## src/rtl/img_rle_loader.sv

```systemverilog
// Run-length decoder for the image section of a download stream. Each decoded
// pixel becomes a framebuffer write held on fb_we until fb_ack accepts it.
module img_rle_loader #(
    parameter int unsigned       ADDR_W  = 18,
    parameter logic [ADDR_W-1:0] FB_LAST = {ADDR_W{1'b1}}
) (
    input  logic              clk_sys,
    input  logic              reset,
    input  logic              image,
    input  logic              ioctl_wr,
    input  logic [7:0]        ioctl_dout,
    output logic              ioctl_wait,
    output logic [ADDR_W-1:0] fb_addr,
    output logic [7:0]        fb_data,
    output logic              fb_we,
    input  logic              fb_ack,
    output logic              done,
    output logic              overflow,
    output logic              error
);

    typedef enum logic [2:0] {StIdle, StCtrl, StLit, StRepVal, StRepWr, StDone} state_e;

    // One extra address bit so tracking can rest at FB_LAST+1 without wrapping.
    localparam logic [ADDR_W:0] LastExt = {1'b0, FB_LAST};
    localparam logic [ADDR_W:0] AddrOne = {{ADDR_W{1'b0}}, 1'b1};

    state_e          state_q, state_d;
    logic            image_q;
    logic [ADDR_W:0] addr_q, addr_d;
    logic [7:0]      data_q, data_d;
    logic            we_q, we_d;
    logic [6:0]      cnt_q, cnt_d;
    logic            done_q, done_d;
    logic            ovf_q, ovf_d;
    logic            err_q, err_d;
    logic            trunc_q, trunc_d;

    logic            rise, fall, byte_v, take, ack, in_range, busy, ending;
    logic [ADDR_W:0] addr_inc;

    assign rise     = image & ~image_q;
    assign fall     = ~image & image_q;
    assign byte_v   = image & ioctl_wr;
    assign take     = byte_v & ~ioctl_wait;
    assign ack      = we_q & fb_ack;
    assign in_range = (addr_q <= LastExt);
    assign addr_inc = ack ? addr_q + AddrOne : addr_q;
    assign busy     = (state_q == StLit) || (state_q == StRepVal) || (state_q == StRepWr);
    // A truncated run keeps ending asserted until its held write is accepted.
    assign ending   = fall | trunc_q;

    always_ff @(posedge clk_sys) begin
        if (reset) begin
            state_q <= StIdle;
            image_q <= 1'b0;
            addr_q  <= '0;
            data_q  <= '0;
            we_q    <= 1'b0;
            cnt_q   <= '0;
            done_q  <= 1'b0;
            ovf_q   <= 1'b0;
            err_q   <= 1'b0;
            trunc_q <= 1'b0;
        end else begin
            state_q <= state_d;
            image_q <= image;
            addr_q  <= addr_d;
            data_q  <= data_d;
            we_q    <= we_d;
            cnt_q   <= cnt_d;
            done_q  <= done_d;
            ovf_q   <= ovf_d;
            err_q   <= err_d;
            trunc_q <= trunc_d;
        end
    end

    always_comb begin
        state_d = state_q;
        addr_d  = addr_q;
        data_d  = data_q;
        we_d    = we_q;
        cnt_d   = cnt_q;
        done_d  = done_q;
        ovf_d   = ovf_q;
        err_d   = err_q;
        trunc_d = trunc_q;
        if (busy && ending) begin
            err_d = 1'b1;
            if (we_q && !fb_ack) begin
                trunc_d = 1'b1;
            end else begin
                addr_d  = addr_inc;
                we_d    = 1'b0;
                trunc_d = 1'b0;
                done_d  = 1'b1;
                state_d = StDone;
            end
        end else begin
            unique case (state_q)
                StIdle, StDone: begin
                    if (rise) begin
                        addr_d  = '0;
                        done_d  = 1'b0;
                        ovf_d   = 1'b0;
                        err_d   = 1'b0;
                        state_d = StCtrl;
                    end
                end
                StCtrl: begin
                    if (fall) begin
                        done_d  = 1'b1;
                        state_d = StDone;
                    end else if (take) begin
                        cnt_d   = ioctl_dout[6:0];
                        state_d = ioctl_dout[7] ? StRepVal : StLit;
                    end
                end
                StLit: begin
                    if (take) data_d = ioctl_dout;
                    if (take && in_range) begin
                        we_d = 1'b1;
                    end else if (ack || take) begin
                        // Out-of-range literal counts as accepted on arrival.
                        we_d   = 1'b0;
                        addr_d = addr_inc;
                        if (!ack) ovf_d = 1'b1;
                        if (cnt_q == '0) state_d = StCtrl;
                        else cnt_d = cnt_q - 7'd1;
                    end
                end
                StRepVal: begin
                    if (take) begin
                        data_d  = ioctl_dout;
                        we_d    = in_range;
                        state_d = StRepWr;
                    end
                end
                StRepWr: begin
                    if (ack || !we_q) begin
                        addr_d = addr_inc;
                        if (!we_q) ovf_d = 1'b1;
                        if (cnt_q == '0) begin
                            we_d    = 1'b0;
                            state_d = StCtrl;
                        end else begin
                            cnt_d = cnt_q - 7'd1;
                            we_d  = (addr_inc <= LastExt);
                        end
                    end
                end
                default: state_d = StIdle;
            endcase
        end
        if (byte_v && ioctl_wait) err_d = 1'b1;
    end

    always_comb begin
        ioctl_wait = we_q || (state_q == StRepWr);
        fb_addr    = addr_q[ADDR_W-1:0];
        fb_data    = data_q;
        fb_we      = we_q;
        done       = done_q;
        overflow   = ovf_q;
        error      = err_q;
    end

endmodule

```

## config.mk

```make
export PLATFORM = sky130hd
export DESIGN_NAME = img_rle_loader
export DESIGN_NICKNAME = d
export VERILOG_FILES = /design/src/rtl/img_rle_loader.sv
export SDC_FILE = /design/constraint.sdc
export NUM_CORES = 1
export LEC_CHECK = 0
export CAP_MARGIN = 40
export CORE_MARGIN = 2
export CORE_UTILIZATION = 43
export CTS_BUF_LIST = sky130_fd_sc_hd__clkbuf_4 sky130_fd_sc_hd__clkbuf_8
export DETAILED_ROUTE_END_ITERATION = 8
export DONT_BUFFER_PORTS = 1
export PLACE_DENSITY = 0.66
export SYNTH_ARGS = -nofsm -noshare
export SYNTH_HDL_FRONTEND = slang
export SYNTH_SLANG_ARGS = --single-unit
```

## constraint.sdc

```tcl
create_clock -name clk_sys -period 6.29 [get_ports clk_sys]
set_clock_uncertainty 0.15 [all_clocks]
set_input_delay 0.9435 -clock clk_sys [delete_from_list [all_inputs] [get_ports clk_sys]]
set_output_delay 0.9435 -clock clk_sys [all_outputs]
set_load 0.05 [all_outputs]
```

==> reports/qor.csv <==
stage,metric,value,unit
clocking,cts_tree,built,
clocking,root_buffer,clkbuf_8,
grt,grt_overflow_total,0,
grt,grt_max_degree,48,
worst_setup_path,rr_endpoint,cnt_q[1]$_SDFFE_PP0P_,
clocking,clk_pin_slew,0.09,ns
worst_setup_path,crit_fanout,19,
clocking,numCtsBuffers,5,
final_layout,antenna_cells,0,
power,peakVddDrop,0.000108,V
synth,ys_ff_latch,43,
synth,syn_area,0.00289,sq mm
power,p_leak,0.894,nW
detailed_routing,met3WireLength,456,microns
timing,drv_slew,0,
final_layout,final_core_util,44.1,%
detailed_routing,drt_iter0_markers,228,
synth,avgSynthCellArea,7.78,sq um
grt,grt_pass1_wl,11600,microns
timing,hold_violations,0,
worst_setup_path,cp-startpoint,state_q[2]$_SDFFE_PP0P_,
synth,synth-edff-count,0,
worst_setup_path,crit_end,ioctl_wait,
hold_path,hold_path.class,reg2reg,
detailed_routing,firstDrtPassIters,4,
worst_setup_path,setup.worst_path.end_class,primary output,
final_layout,final_area,0.00283,sq mm
worst_setup_path,r2r_cells,7,
final_layout,fin_cells,419,
synth,async_flop_share,0,%
synth,synth_top_flop_cell,dfxtp_1,
power,power_density,257,mW/mm^2
detailed_routing,via_per_inst,6.18,
timing,min_period,3.06,ns
final_layout,final_nets,357,
detailed_routing,routed-wl-met2,3010,microns
worst_setup_path,crit_type,reg2out,
clocking,ctsHoldBuffers,0,
timing,maxSlewHeadroom,42.8,%
final_layout,final_cell_mix,"dfxtp_1 (43), nor2_1 (38), a21oi_1 (36)",
worst_setup_path,crit_required,5.20,ns
clocking,post_cts_buffers,0,
timing,worstMarginPinSlew,0.854,ns
clocking,clkLatencyLatePin,0.30,ns
timing,timing.fmax,327,MHz
synth,netlist_instances,372,
place,io_buffers,0,
detailed_routing,routed.top_layer,met4,
place,dp_hpwl,4870,microns
die,fp.dieH,86.0,microns
place,dpl_cell_area,0.00273,sq mm
clocking,cts.repair.resized,0,
timing,finalSetupViolCount,0,
run_status,status,"complete, no violations",
timing,finalCritPeriodShare,48.6,%
grt,antenna_found_initial,0,
clocking,cts_max_path_buffers,2,
grt,grt_pass1_vias,2359,
timing,setup-tns-final,0,ns
detailed_routing,drt-total-wl,6870,microns
die,core-area,0.00642,sq mm
synth,synth.distinct_cells,67,
die,rows,29,
synth,yosysWarnings,0,
synth,syn_nets,388,
flow_run,cap_violations,0,
die,pin_count,44,
place,placedCellCount,411,
final_layout,final_common_cell,dfxtp_1,
die,die_area,0.00740,sq mm
die,fp.dieW,86.0,microns
final_layout,drive_gt1_share,8.19,%
detailed_routing,dr_total_vias,2588,
clocking,cts_sinks,43,
timing,rsz0062_at_grt,false,
worst_setup_path,arrival,1.96,ns
detailed_routing,post-route-drc-count,0,
detailed_routing,wl_met1,3340,microns
synth,ys_seq_area_share,29.8,%
worst_setup_path,r2r_start,addr_q[0]$_SDFFE_PP0P_,
detailed_routing,antenna_left,0,
clocking,htree_levels,2,
place,gp_congestion,0.929,
grt,grt_usage,19.0,%
die,start_util,45.0,%
detailed_routing,post_drt_wl_per_cell,16.4,microns
worst_setup_path,worstSetupStartpointType,register,
final_layout,area.growth.synth_to_final,-2.12,%
worst_setup_path,rrSetupSlack,3.54,ns
timing,worst_hold_slack,0.336,ns
-- kinds of logic (layout without fill, tap and decap cells) --
kind of cell | Yosys count | in the layout | synth area share [%]
mux | 9 | 9 | 3.11
simple gates | 157 | 157 | 30.3
fa+ha+maj | 4 | 4 | 1.64
xor+xnor | 1 | 1 | 0.303
buf+inv | 45 | 15 | 10.1
compound gates | 113 | 113 | 24.8
flops | 43 | 43 | 29.8
-- critical path, stage by stage, from the launching register on --
cell,delay (ns)
dfxtp_1,0.66
nor3b_1,0.60
or2_2,0.41
-- sequential cells by signal, indices dropped and copies added (netlist names) --
| register | cells |
|---|---|
| done | 1 |
| cnt_q | 7 |
| image_q | 1 |
| overflow | 1 |
| fb_data | 8 |
| error | 1 |
| fb_we | 1 |
| addr_q | 19 |
| trunc_q | 1 |
| state_q | 3 |
-- metrics by stage --
step / setup slack (ns) / total power, mW
after floorplan: 3.71 / 0.503
after global placement: 3.32 / 0.526
after detailed placement: 3.32 / 0.528
after CTS: 3.23 / 0.731
after global routing: 3.09 / 0.773
final: 3.23 / 0.728
-- power breakdown --
group | leakage [nW] | switching [mW] | internal [mW] | total (mW)
clock network | 0.0505 | 0.103 | 0.100 | 0.203
registers | 0.347 | 0.0517 | 0.286 | 0.338
logic | 0.496 | 0.117 | 0.0705 | 0.187
total | 0.894 | 0.271 | 0.457 | 0.728
-- area by class of cell --
type	instances	area, sq um
clock buffer	7	96.3
clock inverter	1	7.51
fill	637	3590
inverter	6	22.5
multi-input combinational	284	1740
sequential	43	861
tap	77	96.3
timing repair buffer	1	7.51
-- routing by layer --
layer	GRT usage (%)	vias up
met4	3.75	0
met2	29.5	73
met1	26.5	1223
met5	0	-
li1	-	1285
met3	5.29	7
-- how the worst min path moves through the flow --
stage | startpoint | endpoint | slack, ns | depth (start not counted)
floorplan | cnt_q[6]$_SDFFE_PP0P_ | cnt_q[6]$_SDFFE_PP0P_ | 0.30 | 2
global placement | cnt_q[6]$_SDFFE_PP0P_ | cnt_q[6]$_SDFFE_PP0P_ | 0.31 | 2
detailed placement | cnt_q[6]$_SDFFE_PP0P_ | cnt_q[6]$_SDFFE_PP0P_ | 0.32 | 2
CTS | cnt_q[6]$_SDFFE_PP0P_ | cnt_q[6]$_SDFFE_PP0P_ | 0.34 | 2
global route | cnt_q[6]$_SDFFE_PP0P_ | cnt_q[6]$_SDFFE_PP0P_ | 0.35 | 2
finish | cnt_q[6]$_SDFFE_PP0P_ | cnt_q[6]$_SDFFE_PP0P_ | 0.34 | 2
-- cells in the mapped netlist (all sizes together), types with 2 or more instances --
| master | n | share of area, % |
|---|---|---|
| o31ai | 3 | 0.78 |
| nor4b | 2 | 0.61 |
| and2 | 5 | 1.2 |
| dfxtp | 43 | 30 |
| nor4 | 4 | 1.4 |
| and3 | 6 | 1.5 |
| buf | 30 | 8.0 |
| nor2b | 10 | 2.2 |
| a21bo | 2 | 0.69 |
| ha | 3 | 1.3 |
| o2bb2ai | 2 | 0.61 |
| a311oi | 2 | 0.61 |
| a31oi | 8 | 1.7 |
| nand2b | 7 | 1.5 |
| o32ai | 2 | 0.61 |
| o21ai | 31 | 5.4 |
| a211o | 3 | 0.99 |
| nand2 | 25 | 3.2 |
| inv | 6 | 0.78 |
| or3 | 4 | 0.86 |
| nor3 | 10 | 1.9 |
| a211oi | 9 | 2.8 |
| nand4 | 4 | 1.3 |
| or2 | 4 | 0.86 |
| nor3b | 3 | 0.78 |
| nor2 | 39 | 5.1 |
| nand3 | 18 | 3.3 |
| nand3b | 5 | 1.4 |
| clkbuf | 8 | 1.0 |
| or4 | 5 | 1.3 |
| o22ai | 2 | 0.65 |
| a21oi | 36 | 6.2 |
| and4 | 3 | 0.95 |
| mux2i | 9 | 3.1 |
| o21a | 2 | 0.52 |
No activity file was read; power rests on OpenSTA's default activity.
